$ cat config.mk
export PLATFORM = sky130hd
export DESIGN_NAME = seq_digit_mult
export DESIGN_NICKNAME = d
export VERILOG_FILES = /design/src/rtl/seq_mult_pkg.sv /design/src/rtl/mult2x2_base.sv /design/src/rtl/seq_digit_mult.sv
export SDC_FILE = /design/constraint.sdc
export NUM_CORES = 1
export LEC_CHECK = 0
export CORE_ASPECT_RATIO = 1.2
export CORE_MARGIN = 2
export CORE_UTILIZATION = 55
export CTS_BUF_LIST = sky130_fd_sc_hd__clkbuf_8 sky130_fd_sc_hd__clkbuf_16
export DETAILED_ROUTE_END_ITERATION = 8
export GPL_TIMING_DRIVEN = 1
export PLACE_DENSITY = 0.9
export SLEW_MARGIN = 20
export SYNTH_ARGS = -nofsm -noshare
export SYNTH_HDL_FRONTEND = slang
export SYNTH_SLANG_ARGS = --single-unit
$ cat constraint.sdc
create_clock -name clk -period 6.6 [get_ports clk]
set_clock_uncertainty 0.05 [all_clocks]
set_input_delay 0.99 -clock clk [delete_from_list [all_inputs] [get_ports clk]]
set_output_delay 0.99 -clock clk [all_outputs]
set_load 0.01 [all_outputs]
$ cat src/rtl/seq_mult_pkg.sv
// Shared constants, state type and elaboration helpers for the iterative
// digit-serial multiplier.
package seq_mult_pkg;

  // Base digit width: the multiplier consumes B two bits per RUN cycle.
  localparam int unsigned DIGIT_W = 2;

  typedef enum logic [1:0] {
    StIdle,
    StRun,
    StDone
  } state_e;

  // Number of base digits in an operand of the given width.
  function automatic int unsigned ndig(input int unsigned width);
    return width / DIGIT_W;
  endfunction

  // Operand width must split into whole digits and give at least two of them.
  function automatic bit width_ok(input int unsigned width);
    return ((width % DIGIT_W) == 0) && (width >= 4);
  endfunction

endpackage

$ cat src/rtl/mult2x2_base.sv
// Combinational 2-bit x 2-bit unsigned base multiplier (4-bit product).
module mult2x2_base (
  input  logic [1:0] i_a,
  input  logic [1:0] i_b,
  output logic [3:0] o_p
);

  // Two partial products, the upper one shifted by one bit.
  assign o_p = ({2'b00, i_a & {2{i_b[0]}}}) + ({1'b0, i_a & {2{i_b[1]}}, 1'b0});

endmodule

$ cat src/rtl/seq_digit_mult.sv
// Iterative unsigned WIDTH x WIDTH multiplier. Each RUN cycle multiplies all of
// A by one 2-bit digit of B using WIDTH/2 base multipliers and shift-accumulates
// the resulting row. valid/ready handshakes on both sides.
// Optional build macro SEQ_MULT_EARLY_TERM_EN: finish as soon as the remaining
// B digits are all zero (result is unchanged, only latency shrinks).
module seq_digit_mult
  import seq_mult_pkg::*;
#(
  parameter int unsigned WIDTH = 8
) (
  input  logic                 clk,
  input  logic                 rst_n,
  input  logic                 in_valid,
  output logic                 in_ready,
  input  logic [WIDTH-1:0]     a,
  input  logic [WIDTH-1:0]     b,
  output logic                 out_valid,
  input  logic                 out_ready,
  output logic [2*WIDTH-1:0]   p,
  output logic                 busy
);

  localparam int unsigned NDIG  = ndig(WIDTH);
  localparam int unsigned ACC_W = 2 * WIDTH;
  localparam int unsigned ROW_W = WIDTH + DIGIT_W;
  localparam int unsigned K_W   = (NDIG > 1) ? $clog2(NDIG) : 1;
  localparam logic [K_W-1:0] K_LAST = K_W'(NDIG - 1);
  localparam bit WIDTH_OK = width_ok(WIDTH);

  if (!WIDTH_OK) begin : g_bad_width
    $error("seq_digit_mult: WIDTH must be even and >= 4");
  end

  state_e            r_state;
  logic [WIDTH-1:0]  r_a;
  logic [WIDTH-1:0]  r_b;
  logic [ACC_W-1:0]  r_acc;
  logic [K_W-1:0]    r_k;
  logic              r_out_valid;

  logic [DIGIT_W-1:0]   w_bdig;
  logic [2*DIGIT_W-1:0] w_pp [NDIG];
  logic [ROW_W-1:0]     w_row;
  logic [ACC_W-1:0]     w_acc_next;
  logic                 w_last;

  assign w_bdig = r_b[DIGIT_W*r_k +: DIGIT_W];

  for (genvar gi = 0; gi < NDIG; gi++) begin : g_base
    mult2x2_base u_base (
      .i_a (r_a[DIGIT_W*gi +: DIGIT_W]),
      .i_b (w_bdig),
      .o_p (w_pp[gi])
    );
  end

  // Sum the digit products into one row; ROW_W bits hold 3*(2^WIDTH-1) exactly.
  always_comb begin
    w_row = '0;
    for (int i = 0; i < NDIG; i++) begin
      w_row = w_row + (ROW_W'(w_pp[i]) << (DIGIT_W * i));
    end
  end

  // The first RUN cycle starts from zero instead of clearing the accumulator at
  // accept, so p keeps the previous product through IDLE.
  assign w_acc_next = ((r_k == '0) ? '0 : r_acc) + (ACC_W'(w_row) << (DIGIT_W * r_k));

`ifdef SEQ_MULT_EARLY_TERM_EN
  logic [WIDTH-1:0] w_b_hi;
  assign w_b_hi = r_b >> (DIGIT_W * (32'(r_k) + 32'd1));
  assign w_last = (r_k == K_LAST) || (w_b_hi == '0);
`else
  assign w_last = (r_k == K_LAST);
`endif

  // Control FSM with registered datapath and output-valid state.
  always_ff @(posedge clk or negedge rst_n) begin
    if (!rst_n) begin
      r_state     <= StIdle;
      r_a         <= '0;
      r_b         <= '0;
      r_acc       <= '0;
      r_k         <= '0;
      r_out_valid <= 1'b0;
    end else begin
      unique case (r_state)
        StIdle: begin
          if (in_valid) begin
            r_a     <= a;
            r_b     <= b;
            r_k     <= '0;
            r_state <= StRun;
          end
        end
        StRun: begin
          r_acc <= w_acc_next;
          r_k   <= r_k + 1'b1;
          if (w_last) begin
            r_state     <= StDone;
            r_out_valid <= 1'b1;
          end
        end
        StDone: begin
          if (out_ready) begin
            r_state     <= StIdle;
            r_out_valid <= 1'b0;
          end
        end
        default: r_state <= StIdle;
      endcase
    end
  end

  assign in_ready  = (r_state == StIdle);
  assign busy      = (r_state != StIdle);
  assign out_valid = r_out_valid;
  assign p         = r_acc;

endmodule
* Word level (Yosys, flattened, before mapping)
Index checks and enable logic that the tools add are counted.
** Cells by class
- Add/sub/neg operators :: 9
- Equality and inequality tests :: 6
- Shift-type cells :: 2
- Multiplexer cells :: 10
- Bitwise operators :: 8
- Reduce and logical (&&, ||, !) cells :: 9
** Operator list (count)
- 16-bit adder :: 1
- 2-bit by 3-bit adder with 4-bit output :: 4
- 2-bit AND :: 8
- 16-bit two-way mux :: 1
- 10-bit by 3-bit left shift with 16-bit output :: 1
- 9-bit by 10-bit adder with 10-bit output :: 1
- 7-bit by 8-bit adder with 9-bit output :: 1
- 2-bit two-way mux :: 4
- 8-bit by 4-bit indexed part select with 2-bit output :: 1
- 4-bit by 6-bit adder with 7-bit output :: 1
- 2-bit != test (second input constant) :: 3
- 2-bit case mux with 3 select lines :: 1
- 3-bit AND reduction :: 2
- 2-bit nonzero test :: 3
- 2-bit == test (second input constant) :: 2
- 2-bit logical NOT :: 2
- 2-bit case mux with 2 select lines :: 1
- 2-bit AND reduction :: 2
- 2-bit by 1-bit adder with 2-bit output (second input constant) :: 1
- 2-bit by 1-bit == test with 1-bit output (second input constant) :: 1
- 1-bit two-way mux :: 2
- 1-bit case mux with 2 select lines :: 1
** Word-level totals
- Register bits :: 37
- Input bits :: 20
- Output and inout bits :: 19
- Logic and storage cells :: 50

* Depth between registers and ports, before layout
Gate-level depths: netlist (run 1).
- Depth after elaboration :: 8
- Gate-level depth with buffers :: 21

* By module
A second synthesis (run 1) with hierarchy kept.
** Second synthesis, totals
- Cells, all modules :: 355
- Area, all modules :: 2910.3 um2
** By module, submodules not included
- seq_digit_mult :: times used 1, cells an instance 331, area an instance 2710.1 um2
- mult2x2_base :: times used 4, cells an instance 6, area an instance 50.0 um2

* Worst setup path after synthesis (run 1)
No wires, ideal clock.
- Kind :: register -> register
- Start point :: reg r_k[0]
- End point :: reg r_acc[15] (netlist: p[15])
- Setup time :: 0.135 ns
- Data arrival time :: 4.449 ns
- Data required time :: 6.415 ns
- Setup slack :: 1.967 ns
- Stages on the path, launching flop included :: 20
- Path buffers :: 1
- Period minus slack after synthesis :: 4.633 ns
- Cells stage by stage :: dfrtp_1 -> clkbuf_8 -> mux4_2 -> and2_1 -> ha_1 -> ha_1 -> ha_1 -> a31o_1 -> a21o_1 -> a311oi_2 -> mux2i_1 -> mux2_4 -> ha_1 -> a21oi_1 -> o21ai_0 -> a31oi_1 -> o31ai_1 -> xnor2_1 -> mux2i_1 -> o211ai_1
** Between the ends
- Cells in the longest elaborated chain, start to end :: 8
** RTL lines
- from (decl) :: line seq_digit_mult.sv:38 : logic [K_W-1:0] r_k;
- from (signal assigned) :: line seq_digit_mult.sv:98 : r_k <= r_k + 1'b1;
- 8-bit by 4-bit indexed part select with 2-bit output :: line seq_digit_mult.sv:47 : assign w_bdig = r_b[DIGIT_W*r_k +: DIGIT_W];
- 2-bit AND :: line mult2x2_base.sv:9 : assign o_p = ({2'b00, i_a & {2{i_b[0]}}}) + ({1'b0, i_a & {2{i_b[1]}}, 1'b0});
- 2-bit by 3-bit adder with 4-bit output :: line mult2x2_base.sv:9
- 4-bit by 6-bit adder with 7-bit output :: line seq_digit_mult.sv:61 : w_row = w_row + (ROW_W'(w_pp[i]) << (DIGIT_W * i));
- 7-bit by 8-bit adder with 9-bit output :: line seq_digit_mult.sv:61
- 9-bit by 10-bit adder with 10-bit output :: line seq_digit_mult.sv:61
- 10-bit by 3-bit left shift with 16-bit output :: line seq_digit_mult.sv:67 : assign w_acc_next = ((r_k == '0) ? '0 : r_acc) + (ACC_W'(w_row) << (DIGIT_W * r_k));
- 16-bit adder * :: line seq_digit_mult.sv:67
- to (signal assigned) :: line seq_digit_mult.sv:97 : r_acc <= w_acc_next;
- to (decl) :: line seq_digit_mult.sv:37 : logic [ACC_W-1:0] r_acc;
Every way passes the cells marked *; elsewhere a longest branch is shown, timed or not.
A chain may end at the register's enable or synchronous reset.

* Worst setup path after layout (run 1)
- Start point :: reg r_k[0]
- End point :: reg r_acc[14] (netlist: p[14])
Same word-level chain as after synthesis.

==> report_table.html, run 1 <==
<table>
<tr><th>Metric</th><th>Value</th></tr>
<tr><th colspan="2">Final layout</th></tr>
<tr><td>Layout Area Growth over Synthesis</td><td>17.1%</td></tr>
<tr><td>Number of antenna cells inserted</td><td>0</td></tr>
<tr><td>Fraction of layout instances using a drive strength above 1</td><td>0.0469</td></tr>
<tr><td>Count of placed standard cells in the final layout, fillers left out</td><td>467</td></tr>
<tr><td>Final net count</td><td>455</td></tr>
<tr><td>Post-layout util</td><td>0.667</td></tr>
<tr><td>Cell area after layout</td><td>3530 µm²</td></tr>
<tr><td>Number of filler cells placed in the layout</td><td>445</td></tr>
<tr><th colspan="2">STA</th></tr>
<tr><td>Fmax</td><td>0.187 GHz</td></tr>
<tr><td>Final period demand of the worst path</td><td>5.34 ns</td></tr>
<tr><td>Final worst-path setup slack</td><td>1.26 ns</td></tr>
<tr><td>Setup_tns</td><td>0 ns</td></tr>
<tr><td>Final number of hold-violating endpoints</td><td>0</td></tr>
<tr><td>Pin slew with the least headroom to its limit</td><td>0.805 ns</td></tr>
<tr><td>RSZ-0062 raised after global routing</td><td>no</td></tr>
<tr><td>Count of endpoints failing setup in the final report</td><td>0</td></tr>
<tr><td>Total count of max-transition violations in the final report</td><td>0</td></tr>
<tr><td>Slew HR</td><td>0.463</td></tr>
<tr><td>Period utilization</td><td>0.810</td></tr>
<tr><th colspan="2">Critical path</th></tr>
<tr><td>Required arrival time at the worst endpoint</td><td>6.70 ns</td></tr>
<tr><td>R2r endpoint</td><td>p[14]$_DFFE_PN0P_</td></tr>
<tr><td>Arrival time reported for the critical path endpoint</td><td>5.44 ns</td></tr>
<tr><td>Slowest stage cell, crit path</td><td>dfrtp_1</td></tr>
<tr><td>Worst reg2reg path startpoint</td><td>r_k[0]$_DFFE_PN0P_</td></tr>
<tr><td>Peak per-stage delay on the critical path</td><td>0.71 ns</td></tr>
<tr><td>Library cell appearing most often on the critical path</td><td>ha_1</td></tr>
<tr><td>Worst R2R Path Depth</td><td>17</td></tr>
<tr><td>Register-to-register setup slack</td><td>1.26 ns</td></tr>
<tr><td>Kind of capture point of the worst setup path</td><td>flip-flop</td></tr>
<tr><td>Setup CP Type</td><td>reg -&gt; reg</td></tr>
<tr><td>Cell Chain, Critical Path</td><td>mux4_2, and2_1, ha_1, ha_1, ha_1, a31o_1, a21o_1, a311oi_2, mux2i_1, mux2_4, ha_1, nand4_1, nor3b_1, o31ai_1, a21boi_0, mux2i_1, o311ai_0</td></tr>
<tr><td>Sort of element at the start of the critical path</td><td>flip-flop</td></tr>
<tr><td>Worst-path fanout max</td><td>17</td></tr>
<tr><th colspan="2">GRT</th></tr>
<tr><td>Via count of the first global-routing pass</td><td>2,711</td></tr>
<tr><td>GR Util All Layers</td><td>0.228</td></tr>
<tr><td>Maximum number of pins on one net before global-route repair</td><td>38</td></tr>
<tr><td>Initial antenna violation count</td><td>0</td></tr>
<tr><td>Total congestion overflow after global routing</td><td>0</td></tr>
<tr><td>Wire length of the first global-routing pass</td><td>11,300 µm</td></tr>
<tr><th colspan="2">Place</th></tr>
<tr><td>Placement Setup Slack</td><td>1.34 ns</td></tr>
<tr><td>Post-detailed-placement half-perimeter wirelength</td><td>4900 µm</td></tr>
<tr><td>Routability congestion estimate</td><td>0.872</td></tr>
<tr><td>Area after DPL</td><td>3410 µm²</td></tr>
<tr><td>Placed Instances</td><td>459</td></tr>
<tr><td>Port Buf Inserts</td><td>38</td></tr>
<tr><th colspan="2">Run</th></tr>
<tr><td>Max-capacitance violation count</td><td>0</td></tr>
<tr><th colspan="2">Die</th></tr>
<tr><td>I/O pins</td><td>39</td></tr>
<tr><td>Total die area</td><td>6100 µm²</td></tr>
<tr><td>Height of the chip</td><td>85.1 µm</td></tr>
<tr><td>Initial Util</td><td>0.570</td></tr>
<tr><td>Standard-cell row count</td><td>29</td></tr>
<tr><td>Core area</td><td>5300 µm²</td></tr>
<tr><td>Floorplan die width</td><td>71.6 µm</td></tr>
<tr><th colspan="2">Hold path</th></tr>
<tr><td>End of the worst hold path</td><td>r_b[5]$_DFFE_PN0P_</td></tr>
<tr><td>Worst hold path cell count</td><td>2</td></tr>
<tr><td>Min-Delay Path Class</td><td>reg -&gt; reg</td></tr>
<tr><td>Worst hold start</td><td>r_b[5]$_DFFE_PN0P_</td></tr>
<tr><th colspan="2">Yosys</th></tr>
<tr><td>Register area share after synthesis</td><td>0.307</td></tr>
<tr><td>Syn_area_per_cell</td><td>8.16 µm²</td></tr>
<tr><td>Most used DFF post-synth</td><td>dfrtp_1</td></tr>
<tr><td>Count of different cell masters after synthesis</td><td>50</td></tr>
<tr><td>Area share of the leading cell type in the synthesized netlist</td><td>0.307</td></tr>
<tr><td>Proportion of synthesized flip-flops having asynchronous set or reset</td><td>1.00</td></tr>
<tr><td>Ranking of synthesized cells by instance count</td><td>nand2_1 (93), dfrtp_1 (37), ha_1 (29)</td></tr>
<tr><td>Most common cell in the synthesized netlist</td><td>nand2_1</td></tr>
<tr><td>Syn_nets</td><td>421</td></tr>
<tr><td>Cell count after synthesis</td><td>370</td></tr>
<tr><td>Post-synthesis instance area</td><td>3020 µm²</td></tr>
<tr><td>Largest cells by area after synthesis</td><td>dfrtp_1 (31%), ha_1 (12%), nand2_1 (12%)</td></tr>
<tr><td>Number of warnings printed during yosys synthesis</td><td>0</td></tr>
<tr><td>#FFs+latches synth</td><td>37</td></tr>
<tr><td>Number of enable flip-flop cells after synthesis</td><td>0</td></tr>
<tr><td>Cell type contributing the most total cell area after synthesis</td><td>dfrtp_1</td></tr>
<tr><th colspan="2">Power and ir drop</th></tr>
<tr><td>Net switching power of the design</td><td>903 µW</td></tr>
<tr><td>Share of total power in the clock network</td><td>0.107</td></tr>
<tr><td>Total internal power</td><td>1.03 mW</td></tr>
<tr><td>Leakage component of the power</td><td>1.72 nW</td></tr>
<tr><td>Logic pwr share</td><td>0.676</td></tr>
<tr><td>Maximum resistive drop on vdd</td><td>0.239 mV</td></tr>
<tr><td>Power density of the placed cells</td><td>548 nW/µm²</td></tr>
<tr><td>Sequential cell fraction of total power</td><td>0.217</td></tr>
<tr><td>Switching share of power</td><td>0.467</td></tr>
<tr><th colspan="2">Detailed routing</th></tr>
<tr><td>Wirelength per Cell</td><td>13.5 µm</td></tr>
<tr><td>Remaining DRCs</td><td>0</td></tr>
<tr><td>Iteration-0 DRC Markers</td><td>147</td></tr>
<tr><td>Number of vias per cell</td><td>5.69</td></tr>
<tr><td>Post-route ant nets</td><td>0</td></tr>
<tr><td>Total vias in the final route</td><td>2,655</td></tr>
<tr><td>1st-pass router iterations</td><td>5</td></tr>
<tr><td>Sum of routed wire length over all layers</td><td>6320 µm</td></tr>
<tr><th colspan="2">Clock tree</th></tr>
<tr><td>Clock tree from TritonCTS</td><td>yes</td></tr>
<tr><td>Cts repair resizes</td><td>0</td></tr>
<tr><td>CTS root buffer</td><td>clkbuf_8</td></tr>
<tr><td>Worst skew pair latency</td><td>0.29 ns</td></tr>
<tr><td>Num Clock Sinks</td><td>37</td></tr>
<tr><td>CTS Buf Count</td><td>5</td></tr>
<tr><td>Post-CTS clock slew at the launch and capture registers of the worst setup and hold paths</td><td>0.08 ns</td></tr>
<tr><td>H-tree Lvls</td><td>2</td></tr>
<tr><td>CTS Buffer Depth</td><td>2</td></tr>
<tr><td>Setup fix buffers added after clock tree synthesis</td><td>0</td></tr>
<tr><td>Quantity of hold-fixing buffers added after cts</td><td>0</td></tr>
<tr><th colspan="2">Outcome</th></tr>
<tr><td>Run status</td><td>finished, final reports clean</td></tr>
</table>
## metal layers
| metal | track usage | vias up | wire length [µm] |
|---|---|---|---|
| li1 | - | 1332 | - |
| met4 | 0.106 | 0 | 237 |
| met1 | 0.243 | 1208 | 2580 |
| met3 | 0.0475 | 29 | 281 |
| met2 | 0.421 | 86 | 3220 |
| met5 | 0 | - | 0 |
## layout by cell type, fill, tap and decap left out, types with 14 or more instances in the layout
| cell type | count |
|---|---|
| a21oi_1 | 20 |
| dfrtp_1 | 37 |
| and2_1 | 15 |
| clkdlybuf4s50_1 | 37 |
| inv_1 | 14 |
| nor2b_1 | 20 |
| o21ai_0 | 23 |
| ha_1 | 29 |
| nor2_1 | 15 |
| nand2_1 | 93 |
## worst max path at each step
stage	from	to	slack (ns)
finish	r_k[0]$_DFFE_PN0P_	p[14]$_DFFE_PN0P_	1.26
global placement	r_k[0]$_DFFE_PN0P_	p[15]$_DFFE_PN0P_	1.54
CTS	r_k[0]$_DFFE_PN0P_	p[14]$_DFFE_PN0P_	1.28
floorplan	r_k[0]$_DFFE_PN0P_	p[15]$_DFFE_PN0P_	1.97
global route	r_k[0]$_DFFE_PN0P_	p[15]$_DFFE_PN0P_	0.84
detailed placement	r_k[0]$_DFFE_PN0P_	p[14]$_DFFE_PN0P_	1.34
## power by group through the flow
stage          clock network, mW  registers, mW  logic [mW]
3_5_place_dp                   0          0.423        1.29
4_1_cts                    0.210          0.420        1.31
3_3_place_gp                   0          0.417        1.25
6_report                   0.207          0.420        1.31
2_1_floorplan                  0          0.403        1.01
5_1_grt                    0.221          0.438        1.47
## state kept, by name (all words and copies together), names as in the netlist
name / count
out_valid: 1
p: 16
r_state: 2
r_k: 2
r_a: 8
r_b: 8
## cells by family after synthesis
logic type      synth area share
compound gates             0.148
xor+xnor                  0.0435
fa+ha+maj                  0.134
buf+inv                   0.0402
flops                      0.307
mux                       0.0568
simple gates               0.271
## metrics by stage
| stage | hold WS, ns | total power [mW] |
|---|---|---|
| detailed placement | 0.410 | 1.72 |
| CTS | 0.428 | 1.94 |
| global route | 0.460 | 2.13 |
| finish | 0.423 | 1.94 |
| floorplan | 0.390 | 1.41 |
| global placement | 0.407 | 1.66 |
## cell type report
class	count	area [µm²]	area share
Multi-Input combinational cell	306	1970	0.558
Sequential cell	37	926	0.262
Timing Repair Buffer	39	383	0.108
Clock buffer	6	82.6	0.0234
Tap cell	62	77.6	0.0220
Inverter	15	56.3	0.0159
Clock inverter	2	37.5	0.0106
## critical path, delay by kind of cell, from the launching register on
| family | cells | cell delay, ns |
|---|---|---|
| fa+ha+maj | 4 | 1.18 |
| mux | 4 | 1.33 |
| compound gates | 6 | 1.33 |
| flops | 1 | 0.71 |
| simple gates | 3 | 0.60 |
Power figures use the tool's default switching activity.
==> inputs of run 2 (changes only) <==
--- a/config.mk
+++ b/config.mk
@@ -7,11 +7,11 @@
 export LEC_CHECK = 0
 export CORE_ASPECT_RATIO = 1.2
 export CORE_MARGIN = 2
-export CORE_UTILIZATION = 55
+export CORE_UTILIZATION = 51
 export CTS_BUF_LIST = sky130_fd_sc_hd__clkbuf_8 sky130_fd_sc_hd__clkbuf_16
 export DETAILED_ROUTE_END_ITERATION = 8
 export GPL_TIMING_DRIVEN = 1
-export PLACE_DENSITY = 0.9
+export PLACE_DENSITY = 0.88
 export SLEW_MARGIN = 20
 export SYNTH_ARGS = -nofsm -noshare
 export SYNTH_HDL_FRONTEND = slang
==> constraint.sdc (replaced) <==
create_clock -name clk -period 4.4 [get_ports clk]
set_clock_uncertainty 0.05 [all_clocks]
set_input_delay 0.66 -clock clk [delete_from_list [all_inputs] [get_ports clk]]
set_output_delay 0.66 -clock clk [all_outputs]
set_load 0.01 [all_outputs]
==> run 2 against run 1 <==
Compared with the run above:
- the run now ends with setup timing left
- cell area increased by 18%
- maximum frequency grew 12%
- die area increased by 7.4%
- utilization increased by 6.4 points
- setup slack got worse by 1.6 ns
- global-route usage increased by 2.3 points
- wire length up 39%
- critical endpoint is now p[15]$_DFFE_PN0P_
- largest cell class unchanged
==> report_table.html, run 2 (synthesized netlist as in run 1, its figures left out) <==
<table>
<tr><th>Metric</th><th>Value</th></tr>
<tr><th colspan="2">Detailed routing</th></tr>
<tr><td>Iteration-0 DRC Markers</td><td>203 (+38%)</td></tr>
<tr><td>Number of vias per cell</td><td>5.80 (+2.1%)</td></tr>
<tr><td>1st-pass router iterations</td><td>5 (unchanged)</td></tr>
<tr><td>Remaining DRCs</td><td>0 (unchanged)</td></tr>
<tr><td>Total vias in the final route</td><td>3,070 (+16%)</td></tr>
<tr><td>Sum of routed wire length over all layers</td><td>8800 µm (+39%)</td></tr>
<tr><td>Post-route ant nets</td><td>0 (unchanged)</td></tr>
<tr><td>Wirelength per Cell</td><td>16.6 µm (+23%)</td></tr>
<tr><th colspan="2">STA</th></tr>
<tr><td>Slew HR</td><td>0.467 (+0.00344)</td></tr>
<tr><td>Final worst-path setup slack</td><td>-0.357 ns (-1.61 ns)</td></tr>
<tr><td>Setup_tns</td><td>-1.53 ns (-1.53 ns)</td></tr>
<tr><td>Final number of hold-violating endpoints</td><td>0 (unchanged)</td></tr>
<tr><td>Final worst hold slack</td><td>0.378 ns (-0.0442 ns)</td></tr>
<tr><td>Period utilization</td><td>1.08 (+0.272)</td></tr>
<tr><td>Final period demand of the worst path</td><td>4.76 ns (-0.586 ns)</td></tr>
<tr><td>Count of endpoints failing setup in the final report</td><td>7 (+7)</td></tr>
<tr><td>Pin slew with the least headroom to its limit</td><td>0.800 ns (-0.00516 ns)</td></tr>
<tr><td>Fmax</td><td>0.210 GHz (+12%)</td></tr>
<tr><td>RSZ-0062 raised after global routing</td><td>yes</td></tr>
<tr><td>Total count of max-transition violations in the final report</td><td>0 (unchanged)</td></tr>
<tr><th colspan="2">Die</th></tr>
<tr><td>Initial Util</td><td>0.529 (-0.0407)</td></tr>
<tr><td>I/O pins</td><td>39 (unchanged)</td></tr>
<tr><td>Total die area</td><td>6550 µm² (+7.4%)</td></tr>
<tr><td>Core area</td><td>5710 µm² (+7.7%)</td></tr>
<tr><td>Floorplan die width</td><td>74.2 µm (+3.6%)</td></tr>
<tr><td>Height of the chip</td><td>88.3 µm (+3.7%)</td></tr>
<tr><td>Standard-cell row count</td><td>30 (+3.4%)</td></tr>
<tr><th colspan="2">Power and ir drop</th></tr>
<tr><td>Power density of the placed cells</td><td>941 nW/µm² (+72%)</td></tr>
<tr><td>Leakage component of the power</td><td>1.95 nW (+14%)</td></tr>
<tr><td>Maximum resistive drop on vdd</td><td>0.519 mV (+120%)</td></tr>
<tr><th colspan="2">GRT</th></tr>
<tr><td>Via count of the first global-routing pass</td><td>2,963 (+9.3%)</td></tr>
<tr><td>Initial antenna violation count</td><td>0 (unchanged)</td></tr>
<tr><td>Maximum number of pins on one net before global-route repair</td><td>38 (unchanged)</td></tr>
<tr><td>Wire length of the first global-routing pass</td><td>12,900 µm (+14%)</td></tr>
<tr><td>GR Util All Layers</td><td>0.251 (+0.0235)</td></tr>
<tr><td>Total congestion overflow after global routing</td><td>0 (unchanged)</td></tr>
<tr><th colspan="2">Place</th></tr>
<tr><td>Routability congestion estimate</td><td>0.925 (+6.0%)</td></tr>
<tr><td>Placed Instances</td><td>506 (+10%)</td></tr>
<tr><td>Post-detailed-placement half-perimeter wirelength</td><td>5290 µm (+8.1%)</td></tr>
<tr><td>Port Buf Inserts</td><td>38 (unchanged)</td></tr>
<tr><th colspan="2">Hold path</th></tr>
<tr><td>Min-Delay Path Class</td><td>in -&gt; async</td></tr>
<tr><th colspan="2">Final layout</th></tr>
<tr><td>Fraction of layout instances using a drive strength above 1</td><td>0.238 (+0.191)</td></tr>
<tr><td>Number of flip-flops under the largest register name</td><td>16 (unchanged)</td></tr>
<tr><td>Number of filler cells placed in the layout</td><td>409 (-8.1%)</td></tr>
<tr><td>Layout Area Growth over Synthesis</td><td>38.1%</td></tr>
<tr><td>Count of placed standard cells in the final layout, fillers left out</td><td>529 (+13%)</td></tr>
<tr><td>Most frequent cells in the layout</td><td>nand2_1 (92), buf_4 (41), clkdlybuf4s50_1 (37), dfrtp_1 (37), nor2b_1 (20)</td></tr>
<tr><td>Number of antenna cells inserted</td><td>0 (unchanged)</td></tr>
<tr><td>Sequential Area</td><td>926 µm² (unchanged)</td></tr>
<tr><td>Leading cell type in the layout, fill and taps excluded</td><td>nand2_1</td></tr>
<tr><td>Final net count</td><td>499 (+9.7%)</td></tr>
<tr><td>Multi-input logic area</td><td>2260 µm² (+15%)</td></tr>
<tr><th colspan="2">Critical path</th></tr>
<tr><td>Register-to-register setup slack</td><td>-0.36 ns (-1.61 ns)</td></tr>
<tr><td>Worst-path fanout max</td><td>5 (-12)</td></tr>
<tr><td>Arrival time reported for the critical path endpoint</td><td>4.89 ns (-0.55 ns)</td></tr>
<tr><td>Sort of element at the start of the critical path</td><td>flip-flop</td></tr>
<tr><td>R2r endpoint</td><td>p[15]$_DFFE_PN0P_</td></tr>
<tr><td>Required arrival time at the worst endpoint</td><td>4.53 ns (-2.17 ns)</td></tr>
<tr><td>Setup CP Type</td><td>reg -&gt; reg</td></tr>
<tr><td>Kind of capture point of the worst setup path</td><td>flip-flop</td></tr>
<tr><td>Worst reg2reg path startpoint</td><td>r_k[0]$_DFFE_PN0P_</td></tr>
<tr><td>Worst R2R Path Depth</td><td>20 (+3)</td></tr>
<tr><th colspan="2">Outcome</th></tr>
<tr><td>Run status</td><td>finished with violations</td></tr>
<tr><td>Failing checks</td><td>setup timing</td></tr>
<tr><th colspan="2">Clock tree</th></tr>
<tr><td>Num Clock Sinks</td><td>37 (unchanged)</td></tr>
<tr><td>Clock tree from TritonCTS</td><td>yes</td></tr>
<tr><td>Worst skew pair latency</td><td>0.31 ns (+0.02 ns)</td></tr>
<tr><td>CTS root buffer</td><td>clkbuf_8</td></tr>
<tr><td>CTS Buffer Depth</td><td>2 (unchanged)</td></tr>
<tr><td>CTS Buf Count</td><td>5 (unchanged)</td></tr>
<tr><td>Post-CTS clock slew at the launch and capture registers of the worst setup and hold paths</td><td>0.09 ns (about the same)</td></tr>
<tr><td>H-tree Lvls</td><td>2 (unchanged)</td></tr>
<tr><th colspan="2">Run</th></tr>
<tr><td>Max-capacitance violation count</td><td>0 (unchanged)</td></tr>
</table>
run 2: cell types whose count changed in the layout (fill, tap and decap cells not counted), sizes merged:
cell	before	now
buf	2	46
inv	15	17
bufinv	1	0
clkbuf	6	5
run 2: metal layers:
metal,GRT usage,routed length [µm]
met1,0.288,3290
met2,0.452,4650
met3,0.0433,427
met4,0.115,431
met5,0,0
run 2: stage by stage:
stage                     instance area (µm²)  total power [mW]  worst slack (ns)   util
after floorplan                          3060              2.17            0.0291      -
after global placement                   3700              2.86            -0.102  0.648
after detailed placement                 3700              2.96            -0.195  0.648
after CTS                                3960              3.45           -0.0459  0.695
after global routing                     4170              4.21            -0.589  0.730
final                                    4170              3.92            -0.357  0.730
run 2: worst max-delay path by stage:
stage                             from                 to  cells after the start
finish              r_k[0]$_DFFE_PN0P_  p[15]$_DFFE_PN0P_                     20
global route        r_k[0]$_DFFE_PN0P_  p[15]$_DFFE_PN0P_                     21
CTS                 r_k[0]$_DFFE_PN0P_  p[15]$_DFFE_PN0P_                     19
detailed placement  r_k[0]$_DFFE_PN0P_  p[14]$_DFFE_PN0P_                     20
global placement    r_k[0]$_DFFE_PN0P_  p[14]$_DFFE_PN0P_                     20
floorplan           r_k[0]$_DFFE_PN0P_  p[15]$_DFFE_PN0P_                     19
run 2: layout make-up:
cell class              instances  share of cell area
flip-flops and latches         37               0.222
clock buffers                   5              0.0165
well taps                      80              0.0240
repair buffers                 83               0.175
multi-input cells             306               0.543
inverters                      15              0.0135
clock inverters                 3             0.00600
run 2: power breakdown:
part / leakage (nW) / switching [mW] / internal, mW
combinational: 1.44 / 1.58 / 1.48
sequential: 0.463 / 0.116 / 0.495
clock: 0.0452 / 0.144 / 0.115
total: 1.95 / 1.84 / 2.09
run 2: worst max-delay path, cell delays in order, from the launching register on:
cell and delay (ns):
dfrtp_1 0.42, mux4_2 0.59, and2_4 0.18, ha_4 0.16
ha_4 0.27, ha_4 0.20, a31o_4 0.24, a21o_1 0.19
buf_4 0.15, xnor2_2 0.17, mux2i_1 0.13, nor2_1 0.14
a21oi_1 0.07, ha_1 0.37, nand2_1 0.13, nor2_1 0.23
a21oi_2 0.14, o31ai_2 0.27, xnor2_1 0.19, mux2i_1 0.22
o211ai_1 0.11
run 2: timing repair:
action | 4_1_cts | 5_1_grt
gates resized for setup | 27 | 31
hold endpoints to repair | 0 | 0
endpoints found under the setup margin | 4 | 9
buffers inserted | 8 | 8
pin swaps | 33 | 28
hold buffers | 0 | 0
==> edit 1 (flow settings as in run 2) <==
The option `SEQ_MULT_EARLY_TERM_EN` is turned on by a define.
--- a/src/rtl/seq_digit_mult.sv
+++ b/src/rtl/seq_digit_mult.sv
@@ -5,2 +5,4 @@
 // B digits are all zero (result is unchanged, only latency shrinks).
+`define SEQ_MULT_EARLY_TERM_EN
+
 module seq_digit_mult
Behaviour: not the same (Yosys sat finds a counterexample within 4 cycles, from zero or initial values and one cycle with rst_n low).
==> edit 1 against run 2 <==
- the flow still finishes with violations (setup timing)
- combinational power decreased by 4%
- final area about the same
- core utilization about the same
- wire length decreased by 7.3%
- global-route usage decreased by 1.7 points
- total power decreased by 2.1%
- area after synthesis unchanged
- setup slack improved by 0.19 ns
- sequential cell count unchanged
- clock power increased by 18%
==> edit 1: results (changes against run 2) <==
| Metric | Value |
|---|---|
| Status | `complete, but fails checks (unchanged)` |
| Failing checks | `setup timing (unchanged)` |
| Total placed cells including tap cells | `497 (was 506)` |
| Critical path type | `flip-flop to flip-flop (unchanged)` |
| # fillers | `405 (was 409)` |
| Pleak | `1.89 nW (was 1.95 nW)` |
| Max IR drop VDD | `0.000439 V (was 0.000519 V)` |
| Final GP Congestion | `0.878 (was 0.925)` |
| Mapped Nets | `424 (was 421)` |
| PortBufs | `38 (unchanged)` |
| Post-DP HPWL | `5170 um (was 5290 um)` |
| Final hold slack | `0.390 ns (was 0.378 ns)` |
| Detailed Route Iter0 Violations | `149 (was 203)` |
| Clk Latency, worst-skew pair | `0.30 ns` |
| DR vias | `2986 (was 3070)` |
| 1st-pass router iterations | `5 (unchanged)` |
| Synth warn | `0 (unchanged)` |
| Largest net degree at the start of global routing | `40 (was 38)` |
| Share of post-route cells with drive strength above 1 | `23.4% (was 23.8%)` |
| Nets | `494 (was 499)` |
| Reg2Reg Depth | `20 (unchanged)` |
| WP data arrival | `4.74 ns (was 4.89 ns)` |
| Slew HR | `45.8% (was 46.7%)` |
| Sequential area share after synthesis | `30.7% (unchanged)` |
| Global Route Usage Sum | `23.5% (was 25.1%)` |
| Final setup viols | `4 (was 7)` |
| First-pass GRT wire length | `12200 um (was 12900 um)` |
| Final worst slack | `-0.166 ns (was -0.357 ns)` |
| Cell count after synthesis | `373 (was 370)` |
| Vias in the first global route | `2820 (was 2963)` |
| Synth area leaders | `dfrtp_1 31%, ha_1 12%, nand2_1 11% (was dfrtp_1 31%, ha_1 12%, nand2_1 12%)` |
| Clock slew at reported path FFs | `0.08 ns` |
| Post-synth cell types | `52 (was 50)` |
| Post-Route WL | `8160 um (was 8800 um)` |
| R2r setup slk | `-0.17 ns (was -0.36 ns)` |
| Final cell count without fillers | `524 (was 529)` |
| Synth cell count leaders | `90 x nand2_1, 37 x dfrtp_1, 29 x ha_1 (was 93 x nand2_1, 37 x dfrtp_1, 29 x ha_1)` |
-- edit 1: cell count changes after synthesis, sizes merged, moves of 3 or more --
cell and change:
xnor2 +3, nor2b -3, nand2 -3, mux2i -4, inv +5, o21ai +3
a21oi +4
-- edit 1: timing repair --
item / CTS / global route
buffers inserted: 9 / 10
pin swaps: 18 / 31
endpoints found under the setup margin: 5 / 8
resized for setup: 18 / 40
-- edit 1: logic make-up (layout without fill, tap and decap cells) --
logic type,after synthesis,after routing,share of synthesized area (%)
adder cells (fa/ha/maj),31,31,13.4
AND/OR/NAND/NOR,160,160,24.4
multiplexers,11,11,4.73
buffers and inverters,33,104,4.52
XOR/XNOR,16,16,4.64
flip-flops,37,37,30.7
AO/OA/AOI/OAI,85,85,17.7
-- edit 1: stage by stage --
step           setup WS (ns)  cell area, um^2  TNS (ns)  utilization, %
6_report              -0.166             4170    -0.461            73.0
5_1_grt               -0.260             4170     -1.10            73.0
4_1_cts             0.000720             3900         0            68.3
3_5_place_dp          -0.157             3620    -0.241            63.4
3_3_place_gp        -0.00494             3620  -0.00494            63.4
2_1_floorplan         0.0222             3070         0               -
-- edit 1: critical path, stage by stage (launching register included) --
cell,delay (ns)
dfrtp_1,0.41
mux4_2,0.59
buf_4,0.17
and2_1,0.18
ha_4,0.16
ha_1,0.19
nor2b_1,0.13
a31oi_1,0.18
o311ai_1,0.15
buf_4,0.17
a311oi_2,0.25
mux2i_1,0.17
mux2_4,0.30
ha_4,0.25
a211oi_4,0.25
o211ai_1,0.15
a221oi_2,0.24
o41a_2,0.19
xnor2_2,0.11
nand3b_1,0.09
o211ai_1,0.09
-- edit 1: cell type report --
cell class | instances | share of cell area (%)
clock buffers | 5 | 1.65
repair buffers | 76 | 16.2
well taps | 80 | 2.40
multi-input cells | 303 | 54.6
flip-flops and latches | 37 | 22.2
inverters | 20 | 1.80
clock inverters | 3 | 1.11
-- edit 1: report_power, final --
part           internal (mW)  switching (mW)
logic                   1.40            1.53
clock network          0.170           0.136
registers              0.494           0.118
total                   2.06            1.78
-- edit 1: layer usage --
metal	wire length, um	track usage [%]
met5	0	0
met4	342	10.1
met3	433	4.56
met2	4230	42.3
met1	3160	26.8
==> edit 2 (flow settings as in run 2) <==
Made on the original files. Reset style: synchronous (`rst_n`), changed in one clocked block.
--- a/src/rtl/seq_digit_mult.sv
+++ b/src/rtl/seq_digit_mult.sv
@@ -77,3 +77,3 @@
   // Control FSM with registered datapath and output-valid state.
-  always_ff @(posedge clk or negedge rst_n) begin
+  always_ff @(posedge clk) begin
     if (!rst_n) begin
Behaviour: differs if rst_n is asserted again (counterexample within 4 cycles, from zero or initial values and one cycle with rst_n low); with rst_n held inactive, the same outputs for 4 cycles.
==> edit 2 against run 2 <==
- the run still ends with setup timing left
- final area fell by 2.1%
- non-clock buffer count fell by 3
- setup slack improved by 0.14 ns
- global-route usage fell by 0.51 points
- sequential cell count did not move
- area after synthesis rose by 0.91%
- critical path depth fell by 1
- sequential share of layout area fell by 4.0 points
- highest routed layer unchanged
- wire length fell by 2.1%
Power is left out: it rests on default switching activity, and per cell area and clock period it moved more than threefold.
==> edit 2: results (changes against run 2) <==
| Metric | Value |
|---|---|
| Mux contribution to synthesized area | `3.16% (was 5.68%)` |
| PortBufs | `38 (unchanged)` |
| 1st-pass router iterations | `5 (unchanged)` |
| Post-synth cell types | `51 (was 50)` |
| H-tree depth | `2 (unchanged)` |
| Placed instance area | `0.00378 mm^2 (was 0.00370 mm^2)` |
| R2r startpoint | `r_k[0]$_SDFFE_PN0P_ (was r_k[0]$_DFFE_PN0P_)` |
| Adder-cell share of the synthesized area | `13.2% (was 13.3%)` |
| Detailed Route Iter0 Violations | `222 (was 203)` |
| Ys async rst share | `0% (was 100%)` |
| Clock Root Buffer | `clkbuf_8 (unchanged)` |
| Compound-Gate Fraction of Synth Area | `22.1% (was 14.8%)` |
| Clock slew at reported path FFs | `0.08 ns` |
| Global Route Usage Sum | `24.6% (was 25.1%)` |
| WP data arrival | `4.80 ns (was 4.89 ns)` |
| Final setup viols | `4 (was 7)` |
| Slowest CP cell | `mux4_2 (unchanged)` |
| Initial antenna violation count | `0 (unchanged)` |
| Critical path's top delay family | `compound AO/OA/AOI/OAI gates (unchanged)` |
| Final Hold Viols | `0 (unchanged)` |
| DR vias | `3307 (was 3070)` |
| Critical Path Max Stage Delay | `0.56 ns (was 0.59 ns)` |
| Mapped Nets | `463 (was 421)` |
| Final hold slack | `0.412 ns (was 0.378 ns)` |
| Min-delay src | `r_b[3]$_SDFFE_PN0P_` |
| Final worst slack | `-0.222 ns (was -0.357 ns)` |
| Status | `complete, but fails checks (unchanged)` |
| Slew @ Worst Pin | `1.12 ns (was 0.800 ns)` |
| Number of flip-flops in the largest register | `16 (unchanged)` |
| TritonCTS buffer count | `5 (unchanged)` |
| Nets | `532 (was 499)` |
| Post-Synth XOR/XNOR Area | `3.45% (was 4.35%)` |
| RR Endpoint | `p[13]$_SDFFE_PN0P_ (was p[15]$_DFFE_PN0P_)` |
| Drt wl/cell | `15.3 um (was 16.6 um)` |
| First-pass GRT wire length | `12900 um (about the same)` |
| Synth area leaders | `dfxtp_1 24%, ha_1 12%, a21oi_1 8.7% (was dfrtp_1 31%, ha_1 12%, nand2_1 12%)` |
| Final GP Congestion | `0.906 (was 0.925)` |
| Failing checks | `setup timing (unchanged)` |
| Top_reg_cell synth | `dfxtp_1 (was dfrtp_1)` |
| CP max FO | `5 (unchanged)` |
| Synth cell count leaders | `68 x nand2_1, 53 x a21oi_1, 37 x dfxtp_1 (was 93 x nand2_1, 37 x dfrtp_1, 29 x ha_1)` |
| Vias in the first global route | `3014 (was 2963)` |
| Reg2Reg Depth | `19 (was 20)` |
| Largest net degree at the start of global routing | `35 (was 38)` |
| Antenna cells | `0 (unchanged)` |
| Pre-CTS WS | `-0.243 ns (was -0.195 ns)` |
| Sequential area share after synthesis | `24.3% (was 30.7%)` |
| Hold WC Path Type | `flip-flop to flip-flop (was input port to async pin)` |
| Post-DP HPWL | `5600 um (was 5290 um)` |
| # fillers | `423 (was 409)` |
| Synth warn | `0 (unchanged)` |
| Share of post-route cells with drive strength above 1 | `17.8% (was 23.8%)` |
==> edit 2: per-stage QoR <==
stage,std cells,setup TNS (ns)
final,562,-0.520
after global routing,562,-1.15
after CTS,562,-0.142
after detailed placement,551,-0.276
after global placement,551,-0.0589
after floorplan,412,0
==> edit 2: repair_timing <==
item,in CTS,in global routing
setup buffers,3,0
pin swaps,20,24
setup endpoints to repair,2,7
hold buffers,0,0
hold endpoints to repair,0,0
gates resized for setup,9,21
==> edit 2: cell families (layout without fill, tap and decap cells) <==
logic type | count (synthesis) | after routing
flops | 37 | 37
compound gates | 108 | 108
simple gates | 182 | 182
xor+xnor | 12 | 12
fa+ha+maj | 31 | 31
mux | 7 | 7
buf+inv | 35 | 105
==> edit 2: worst max-delay path by stage <==
stage                          to  depth (start not counted)
5_1_grt        p[15]$_SDFFE_PN0P_                         19
4_1_cts        p[15]$_SDFFE_PN0P_                         19
3_5_place_dp   p[15]$_SDFFE_PN0P_                         20
2_1_floorplan  p[15]$_SDFFE_PN0P_                         19
3_3_place_gp   p[15]$_SDFFE_PN0P_                         18
6_report       p[13]$_SDFFE_PN0P_                         19
==> edit 2: metal layers <==
metal	share of wire, %	vias up	global-route usage [%]
met1	39	1581	29.1
met2	54	119	44.4
met4	2.6	0	10.2
li1	-	1585	-
met5	0	-	0
met3	4.4	22	2.85
==> edit 2: layout make-up <==
cell class                      instances  area (um^2)  area share [%]
Sequential cell                        37          744            18.3
Clock inverter                          2         35.0           0.859
Timing Repair Buffer                   80          696            17.1
Multi-Input combinational cell        340         2350            57.5
Tap cell                               80          100            2.45
Clock buffer                            6         93.8            2.30
Inverter                               17         63.8            1.56
==> edit 2: worst min-delay path: stages, from the launching register on <==
cell and delay [ns]:
dfxtp_1 0.31, nand2_1 0.05, a21oi_1 0.05
